===== src/rtl/jpeg_bitstream_unstuffer_if.sv =====
//------------------------------------------------------------------------------
// jpeg_bitstream_unstuffer_if : byte stream, bit window and marker bundle.
// Revision: 1.0
//------------------------------------------------------------------------------
`default_nettype none

interface jpeg_bitstream_unstuffer_if #(
    parameter int BUF_W  = 32,
    parameter int FILL_W = $clog2(BUF_W + 1)
);
    logic [7:0]        in_data;
    logic              in_valid;
    logic              in_ready;
    logic [15:0]       peek_bits;
    logic [FILL_W-1:0] bits_avail;
    logic              consume_valid;
    logic [4:0]        consume_len;
    logic              marker_valid;
    logic [7:0]        marker_code;
    logic              marker_ack;
    logic              err_underflow;
    logic              err_clr;
`ifdef JPEG_UNSTUFF_STATS_EN
    logic [15:0]       stuff_cnt;
`endif

    modport slave (
`ifdef JPEG_UNSTUFF_STATS_EN
        output stuff_cnt,
`endif
        input  in_data, in_valid, consume_valid, consume_len, marker_ack, err_clr,
        output in_ready, peek_bits, bits_avail, marker_valid, marker_code, err_underflow
    );

    modport master (
`ifdef JPEG_UNSTUFF_STATS_EN
        input  stuff_cnt,
`endif
        output in_data, in_valid, consume_valid, consume_len, marker_ack, err_clr,
        input  in_ready, peek_bits, bits_avail, marker_valid, marker_code, err_underflow
    );
endinterface

`default_nettype wire


===== src/rtl/jpeg_bitstream_unstuffer.sv =====
//------------------------------------------------------------------------------
// jpeg_bitstream_unstuffer : removes 0xFF00 stuffing, skips fill bytes, stops
// on markers and exposes a left-aligned bit window. Optional: JPEG_UNSTUFF_STATS_EN.
// Revision: 1.0
//------------------------------------------------------------------------------
`default_nettype none

module jpeg_bitstream_unstuffer #(
    parameter int BUF_W  = 32,
    parameter int FILL_W = $clog2(BUF_W + 1)
) (
    input  wire logic                  clk,
    input  wire logic                  rst_n,
    jpeg_bitstream_unstuffer_if.slave  bus
);
    typedef enum logic [1:0] {
        ST_NORMAL = 2'd0,
        ST_SAW_FF = 2'd1,
        ST_MARKER = 2'd2
    } state_t;

    localparam logic [FILL_W-1:0] C_APPEND_MAX = FILL_W'(BUF_W - 8);

    state_t            state_q, state_d;
    logic [BUF_W-1:0]  buf_q, buf_d;
    logic [FILL_W-1:0] fill_q, fill_d;
    logic [7:0]        marker_code_q, marker_code_d;
    logic              err_q, err_d;

    logic              marker_clear;
    logic              len_ok;
    logic              consume_take;
    logic              consume_bad;
    logic [FILL_W-1:0] eff_len;
    logic [FILL_W-1:0] fill_after;
    logic [BUF_W-1:0]  buf_after;
    logic              in_ready;
    logic              accept;
    logic              app_en;
    logic [7:0]        app_byte;
    logic              stuff_hit;

    always_comb begin
        marker_clear = (state_q == ST_MARKER) && bus.marker_ack;
        len_ok       = bus.consume_valid && (bus.consume_len != 5'd0) &&
                       (bus.consume_len <= 5'd16) &&
                       (FILL_W'(bus.consume_len) <= fill_q);
        // A marker release discards the buffer, so a same-cycle consume is moot.
        consume_take = len_ok && !marker_clear;
        consume_bad  = bus.consume_valid && !len_ok && !marker_clear;
        eff_len      = consume_take ? FILL_W'(bus.consume_len) : '0;
        fill_after   = fill_q - eff_len;
        buf_after    = buf_q << eff_len;
        in_ready     = rst_n && (state_q != ST_MARKER) && (fill_after <= C_APPEND_MAX);
        accept       = bus.in_valid && in_ready;

        state_d       = state_q;
        buf_d         = buf_after;
        fill_d        = fill_after;
        marker_code_d = marker_code_q;
        err_d         = (err_q && !bus.err_clr) || consume_bad;
        app_en        = 1'b0;
        app_byte      = bus.in_data;
        stuff_hit     = 1'b0;

        if (accept) begin
            case (state_q)
                ST_NORMAL: begin
                    if (bus.in_data == 8'hFF) state_d = ST_SAW_FF;
                    else                      app_en  = 1'b1;
                end
                ST_SAW_FF: begin
                    if (bus.in_data == 8'h00) begin
                        app_en    = 1'b1;
                        app_byte  = 8'hFF;
                        stuff_hit = 1'b1;
                        state_d   = ST_NORMAL;
                    end else if (bus.in_data != 8'hFF) begin
                        state_d       = ST_MARKER;
                        marker_code_d = bus.in_data;
                    end
                end
                default: ;
            endcase
        end

        if (app_en) begin
            buf_d  = buf_after | ({{(BUF_W-8){1'b0}}, app_byte} << (C_APPEND_MAX - fill_after));
            fill_d = fill_after + FILL_W'(8);
        end

        if (marker_clear) begin
            buf_d   = '0;
            fill_d  = '0;
            state_d = ST_NORMAL;
        end
    end

    always_ff @(posedge clk or negedge rst_n) begin
        if (!rst_n) begin
            state_q       <= ST_NORMAL;
            buf_q         <= '0;
            fill_q        <= '0;
            marker_code_q <= 8'h00;
            err_q         <= 1'b0;
        end else begin
            state_q       <= state_d;
            buf_q         <= buf_d;
            fill_q        <= fill_d;
            marker_code_q <= marker_code_d;
            err_q         <= err_d;
        end
    end

`ifdef JPEG_UNSTUFF_STATS_EN
    logic [15:0] stuff_cnt_q, stuff_cnt_d;

    always_comb begin
        stuff_cnt_d = stuff_cnt_q;
        if (marker_clear)                           stuff_cnt_d = 16'h0000;
        else if (stuff_hit && stuff_cnt_q != 16'hFFFF) stuff_cnt_d = stuff_cnt_q + 16'd1;
    end

    always_ff @(posedge clk or negedge rst_n) begin
        if (!rst_n) stuff_cnt_q <= 16'h0000;
        else        stuff_cnt_q <= stuff_cnt_d;
    end

    assign bus.stuff_cnt = stuff_cnt_q;
`else
    logic unused_stuff;
    assign unused_stuff = stuff_hit;
`endif

    assign bus.in_ready      = in_ready;
    assign bus.peek_bits     = buf_q[BUF_W-1 -: 16];
    assign bus.bits_avail    = fill_q;
    assign bus.marker_valid  = (state_q == ST_MARKER);
    assign bus.marker_code   = marker_code_q;
    assign bus.err_underflow = err_q;

endmodule

`default_nettype wire

===== src/flat_wrapper.sv =====
// flat-port wrapper written by rule: the top's interface ports become plain ports
module jpeg_bitstream_unstuffer_flat 
#(
    parameter int BUF_W  = 32,
    parameter int FILL_W = $clog2(BUF_W + 1)
)
  (clk, rst_n, bus_in_data, bus_in_valid, bus_consume_valid, bus_consume_len, bus_marker_ack, bus_err_clr, bus_in_ready, bus_peek_bits, bus_bits_avail, bus_marker_valid, bus_marker_code, bus_err_underflow);
  jpeg_bitstream_unstuffer_if #(.BUF_W(BUF_W), .FILL_W(FILL_W)) bus_i ();
  input  wire logic clk;
  input  wire logic rst_n;
  input wire logic [$bits(bus_i.in_data)-1:0] bus_in_data;
  input wire logic [$bits(bus_i.in_valid)-1:0] bus_in_valid;
  input wire logic [$bits(bus_i.consume_valid)-1:0] bus_consume_valid;
  input wire logic [$bits(bus_i.consume_len)-1:0] bus_consume_len;
  input wire logic [$bits(bus_i.marker_ack)-1:0] bus_marker_ack;
  input wire logic [$bits(bus_i.err_clr)-1:0] bus_err_clr;
  output wire logic [$bits(bus_i.in_ready)-1:0] bus_in_ready;
  output wire logic [$bits(bus_i.peek_bits)-1:0] bus_peek_bits;
  output wire logic [$bits(bus_i.bits_avail)-1:0] bus_bits_avail;
  output wire logic [$bits(bus_i.marker_valid)-1:0] bus_marker_valid;
  output wire logic [$bits(bus_i.marker_code)-1:0] bus_marker_code;
  output wire logic [$bits(bus_i.err_underflow)-1:0] bus_err_underflow;
  assign bus_i.in_data = bus_in_data;
  assign bus_i.in_valid = bus_in_valid;
  assign bus_i.consume_valid = bus_consume_valid;
  assign bus_i.consume_len = bus_consume_len;
  assign bus_i.marker_ack = bus_marker_ack;
  assign bus_i.err_clr = bus_err_clr;
  assign bus_in_ready = bus_i.in_ready;
  assign bus_peek_bits = bus_i.peek_bits;
  assign bus_bits_avail = bus_i.bits_avail;
  assign bus_marker_valid = bus_i.marker_valid;
  assign bus_marker_code = bus_i.marker_code;
  assign bus_err_underflow = bus_i.err_underflow;
  jpeg_bitstream_unstuffer #(.BUF_W(BUF_W), .FILL_W(FILL_W)) u_core (.clk(clk), .rst_n(rst_n), .bus(bus_i));
endmodule

===== config.mk =====
export PLATFORM = sky130hd
export DESIGN_NAME = jpeg_bitstream_unstuffer_flat
export DESIGN_NICKNAME = d
export VERILOG_FILES = /design/src/rtl/jpeg_bitstream_unstuffer_if.sv /design/src/rtl/jpeg_bitstream_unstuffer.sv /design/src/flat_wrapper.sv
export SDC_FILE = /design/constraint.sdc
export NUM_CORES = 1
export LEC_CHECK = 0
export CAP_MARGIN = 0
export CORE_ASPECT_RATIO = 0.5
export CORE_MARGIN = 2
export CORE_UTILIZATION = 47
export DETAILED_ROUTE_END_ITERATION = 8
export PLACE_DENSITY = 0.68
export SYNTH_ARGS = -nofsm -noshare
export SYNTH_HDL_FRONTEND = slang
export SYNTH_SLANG_ARGS = --single-unit

===== constraint.sdc =====
create_clock -name clk -period 11.8 [get_ports clk]
set_input_delay 1.77 -clock clk [delete_from_list [all_inputs] [get_ports clk]]
set_output_delay 1.77 -clock clk [all_outputs]
set_load 0.02 [all_outputs]

Yosys cells after proc, flatten, opt, wreduce, memory -nomap -nowiden:

Cells that the tools add are included.

* flip-flop bits (word level): 49
* bits of input ports: 19
* output and inout bits: 33
* logic and storage cells: 62

* add/sub/neg operators: 3
* order comparisons: 3
* equality and inequality tests: 7
* shift operators: 2
* mux-type cells: 18
* bitwise operators: 2
* reduce and logical (&&, ||, !) cells: 22

Operator list (count)
* 32-bit two-way mux: 2
* 32-bit bitwise OR: 1
* 32-bit by 6-bit << shifter with 32-bit output: 1
* 8-bit by 6-bit << shifter with 32-bit output: 1
* 8-bit two-way mux: 3
* 6-bit two-way mux: 2
* 1-bit logical AND: 11
* 2-bit two-way mux: 5
* 8-bit == test, second input constant: 1
* 8-bit zero test: 1
* 8-bit inequality test, second input constant: 1
* 4-bit AND reduction: 2
* 6-bit by 4-bit adder with 6-bit output, second input constant: 1
* 5-bit by 6-bit <= comparator with 1-bit output: 1
* 6-bit by 5-bit <= comparator with 1-bit output, second input constant: 1
* 5-bit by 6-bit subtractor with 6-bit output, first input constant: 1
* 6-bit subtractor: 1
* 5-bit <= comparator, second input constant: 1
* 5-bit two-way mux: 1
* 5-bit nonzero test: 1
* 4-bit by 1-bit inequality test with 1-bit output, second input constant: 1
* 2-bit case mux with 2 select lines: 1
* 1-bit zero test: 3
* 1-bit two-way mux: 3
* 10 further kinds: 10

Depth between registers and ports, before layout:

* depth in word-level cells: 15
* mapped depth: 22
* depth with buffers taken out: 18

Least setup slack after synthesis:

OpenSTA, ideal clock, no wires.

* path kind: input port to output port
* start: input bus_consume_len[0]
* end: output bus_in_ready
* arrival time: 5376 ps
* required time: 10030 ps
* slack: 4654 ps
* cell stages on the path: 15
* buffers on the path: 3
* cells stage by stage: clkbuf_1 -> inv_1 -> ha_1 -> and3_4 -> a311oi_4 -> nor2_4 -> buf_4 -> buf_4 -> ha_1 -> fa_1 -> nand2b_1 -> a21oi_1 -> xor2_1 -> a31o_2 -> nor2_1

* cells in the longest elaborated chain, start to end: 9
* elaborated cells on any way between the ends: 11
* those cells by class: add/sub (1); order compare (3); mux (1); reduce/logical (6)

Ends and longest elaborated chain
* from (decl): line flat_wrapper.sv:14 `input wire logic [$bits(bus_i.consume_len)-1:0] bus_consume_len;`
* parallel branches: the longest is 5 deep, another holds 5-bit <= comparator
* 5-bit two-way mux (*): line jpeg_bitstream_unstuffer.sv:51 `eff_len = consume_take ? FILL_W'(bus.consume_len) : '0;`
* 6-bit subtractor (*): line jpeg_bitstream_unstuffer.sv:52 `fill_after = fill_q - eff_len;`
* 6-bit by 5-bit <= comparator with 1-bit output (*): line jpeg_bitstream_unstuffer.sv:54 `in_ready = rst_n && (state_q != ST_MARKER) && (fill_after <= C_APPEND_MAX);`
* 1-bit logical AND (*): line jpeg_bitstream_unstuffer.sv:54
* to (decl): line flat_wrapper.sv:17 `output wire logic [$bits(bus_i.in_ready)-1:0] bus_in_ready;`

Mark *: on every way between the ends.

Final worst setup path:

Same ends and word-level chain as after synthesis.

==> metrics.md <==
| Metric | Value |
|---|---|
| Net Switching | 1.06 mW |
| Max incr delay on CP | 1.03 ns |
| FF-to-FF setup slack | 6.19 ns |
| Setup TNS | 0 ns |
| Final Hold Violating Endpoints | 0 |
| Setup WS pre-CTS | 3.04 ns |
| PnR worst setup slack | 2.89 ns |
| Pwr/cell area | 344 mW/mm2 |
| GRT overflow | 0 |
| Post-Syn Instances | 605 |
| Cells on Worst Hold Path | 2 |
| Vias in the first global route | 4576 |
| Commonest non-fill, non-tap cells in the layout | 63 x nor2_1, 53 x nand2_1, 50 x mux2i_1, 50 x clkdlybuf4s50_1, 49 x dfrtp_1 |
| Crit path DAT | 7.14 ns |
| Async S/R FF share, synth | 100% |
| # IOs | 52 |
| #FFs+latches synth | 49 |
| CTS tree | done |
| First-pass GRT wire length | 26900 um |
| Crit-path max FO | 24 |
| R2R cell count | 18 |
| Clock Pin Slew Worst Setup and Hold Paths | 0.08 ns |
| Post-CTS resize count | 0 |
| Share of cells above drive strength 1 | 10.3% |
| CTS Sinks | 49 |
| Crit-path slowest cell | clkdlybuf4s50_1 |
| Chip width | 150 um |
| Final ANT Viol Nets | 0 |
| Die span in y | 77.0 um |
| Layout fillers | 996 |
| Comb pwr share | 73.4% |
| Row Count | 26 |
| Leading cell type in the layout, fill and taps excluded | nor2_1 |
| Inserted Clock Buffers | 5 |
| FF-to-FF End | u_core.buf_q[22] |
| 1st-pass router iterations | 6 |
| Netlist cell types | 78 |
| CP Capture Type | primary output |
| RSZ-0062 raised after global routing | no |
| Worst VDD drop | 205 uV |
| Worst slew pin tran | 1.36 ns |
| Register area | 0.00123 mm2 |
| Mapped cell area | 0.00501 mm2 |
| Hold_buf cts | 0 |
| Fmax | 112 MHz |
| CTS H-tree lvls | 2 |
| Net Sw Frac | 54.7% |
| DR iter-0 viols | 772 |
| Startpoint Class | primary input |
| Multi-input gate area | 0.00341 mm2 |
| Buffers on Ports | 51 |
| Worst endpoint required time | 10.03 ns |
| Number of synthesized flops with an enable pin | 0 |
| Worst r2r src | u_core.bus.bits_avail[4] |
| HP Start | u_core.bus.marker_code[7] |
| CTS Root Cell | clkbuf_16 |
| DRC Markers | 0 |
| Vias per Instance | 6.73 |
| Synth warn | 0 |
| CTS Buffer Depth | 2 |
| Area grow syn2layout | 12.9% |
| Initial antenna violation count | 1 |
| Skew-Pair Late Insertion Delay | 0.30 ns |
| Slew HR | 6.85% |
| Final period util | 75.5% |
| Final HPWL DP | 13300 um |
| Die area | 0.0115 mm2 |
| Final nets | 651 |
| Final Critical Period | 8.91 ns |
| Vias | 5118 |
| Top_reg_cell synth | dfrtp_1 |
| Starting density of the core | 48.7% |
| Max Cap Violations | 0 |
| CP Class | primary input to primary output |
| Share of the yosys chip area belonging to registers | 24.5% |
| Hold crit path type | flop to flop |
| Clock power frac | 10.1% |
| Fin util | 55.0% |
| Pleak | 2.30 nW |
| Pint | 0.881 mW |
| Worst Skew | 0.00481 ns |
| Setup Viol. Count Final | 0 |
| Flop pwr share | 16.5% |
| WL final | 17600 um |
| Number of buffers added for setup after CTS | 0 |
| Syn Nets | 637 |
| Drt wl/cell | 23.1 um |
| Endpoint, Worst Hold | u_core.bus.marker_code[7] |
| Syn avg cell area | 8.28 um2 |
| CP Cell Sequence | clkdlybuf4s50_1 > inv_1 > ha_1 > nor2b_1 > o21ai_1 > a311o_1 > and3_1 > buf_4 > inv_1 > ha_1 > o21a_1 > o211a_1 > a211oi_2 > a31o_2 > nor2_1 > clkdlybuf4s50_1 |
| Tot GR Track Use | 30.6% |
| Max-slew violation count | 0 |
| Status | completed |
| Core Region | 0.0103 mm2 |
| Pin count of the biggest net entering global routing | 53 |
| GP Congestion | 1.01 |
-- power groups by stage --
stage	clock, mW	combinational, mW	sequential (mW)
detailed placement	0	1.37	0.320
global route	0.206	1.54	0.326
CTS	0.196	1.38	0.317
floorplan	0	1.01	0.297
global placement	0	1.37	0.321
finish	0.196	1.43	0.321
-- worst max-delay path by stage --
stage / start / to / slack (ns) / depth (start not counted)
floorplan: bus_consume_len[0] / bus_in_ready / 4.65 / 15
global placement: bus_consume_len[0] / bus_in_ready / 3.17 / 15
detailed placement: bus_consume_len[0] / bus_in_ready / 3.04 / 16
CTS: bus_consume_len[0] / bus_in_ready / 3.01 / 16
global route: bus_consume_len[0] / bus_in_ready / 2.65 / 16
finish: bus_consume_len[0] / bus_in_ready / 2.89 / 16
-- worst max-delay path: cells and delay by family --
| kind | cells | cell delay [ns] |
|---|---|---|
| adders and majority gates | 2 | 0.69 |
| AOI/OAI and AO/OA | 6 | 1.65 |
| buffers and inverters | 5 | 2.63 |
| and+or+nand+nor | 3 | 0.40 |
-- stage by stage --
stage	total power, mW	area, um2	std cells	hold WS (ns)
after detailed placement	1.69	5460	752	0.486
after global placement	1.69	5460	752	0.465
after floorplan	1.30	5010	605	0.559
after CTS	1.89	5650	760	0.509
after global routing	2.07	5650	760	0.540
final	1.94	5660	761	0.508
-- layout make-up --
type | count | area share [%]
antenna | 1 | 0.0442
clock buffer | 5 | 2.21
clock inverter | 3 | 1.22
inverter | 21 | 1.39
multi-input combinational | 482 | 60.2
sequential | 49 | 21.7
tap | 140 | 3.10
timing repair buffer | 60 | 10.1
-- metal layers --
layer | up-vias | part of all wire (%) | wire [um] | global-route usage (%)
met1 | 2436 | 45 | 7960 | 46.2
met3 | 40 | 12 | 2090 | 8.15
met4 | 0 | 1.9 | 331 | 6.70
met2 | 346 | 41 | 7200 | 43.1
met5 | - | 0 | 0 | 0
li1 | 2296 | - | - | -
-- cells in the mapped netlist, types with 3 or more instances --
| library cell | instances | area [um2] |
|---|---|---|
| ha_1 | 12 | 150 |
| o22a_1 | 3 | 26.3 |
| inv_1 | 18 | 67.6 |
| a221oi_1 | 4 | 35.0 |
| nor3_1 | 10 | 50.1 |
| a32o_1 | 5 | 50.1 |
| o32a_1 | 5 | 50.1 |
| nand3_1 | 9 | 45.0 |
| xor2_1 | 6 | 52.6 |
| dfrtp_1 | 49 | 1230 |
| o221ai_1 | 10 | 87.6 |
| nand2_1 | 53 | 199 |
| o32ai_1 | 3 | 26.3 |
| mux2i_1 | 50 | 500 |
| clkbuf_1 | 21 | 78.8 |
| mux2_1 | 5 | 56.3 |
| o22ai_1 | 10 | 62.6 |
| a21oi_1 | 37 | 185 |
| o21a_1 | 4 | 30.0 |
| or3_1 | 5 | 31.3 |
| nor2_1 | 63 | 236 |
| nand2b_1 | 8 | 50.1 |
| o2bb2ai_1 | 4 | 35.0 |
| and2_1 | 6 | 37.5 |
| nor2b_1 | 6 | 37.5 |
| o211ai_1 | 7 | 52.6 |
| nand4_1 | 4 | 25.0 |
| a31oi_1 | 8 | 50.1 |
| buf_2 | 10 | 50.1 |
| o21ai_1 | 6 | 30.0 |
| and3_1 | 7 | 43.8 |
| buf_4 | 21 | 158 |
| a2bb2oi_1 | 7 | 61.3 |
| a22o_1 | 3 | 26.3 |
| a21o_1 | 4 | 30.0 |
| xnor2_1 | 5 | 43.8 |
| a22oi_1 | 12 | 90.1 |
| a221o_1 | 3 | 30.0 |
| mux2_2 | 20 | 225 |
| o21ai_0 | 30 | 150 |
| inv_2 | 3 | 11.3 |
-- cell families (layout without fill, tap and decap cells) --
| logic type | Yosys count | in the layout | synth area share (%) |
|---|---|---|---|
| and+or+nand+nor | 189 | 189 | 18.5 |
| buffers and inverters | 74 | 89 | 7.52 |
| muxes | 75 | 75 | 15.6 |
| other | 0 | 1 | 0 |
| xor gates and xnor gates | 13 | 13 | 2.57 |
| AOI/OAI and AO/OA | 192 | 192 | 27.9 |
| adders and majority gates | 13 | 13 | 3.40 |
| DFF | 49 | 49 | 24.5 |
-- flip-flops by register name, indices dropped and copies added (netlist names) --
signal                    flops
u_core.bus.err_underflow      1
u_core.buf_q                 32
u_core.bus.marker_code        8
u_core.state_q                2
u_core.bus.bits_avail         6
No activity file was read; power rests on OpenSTA's default activity.
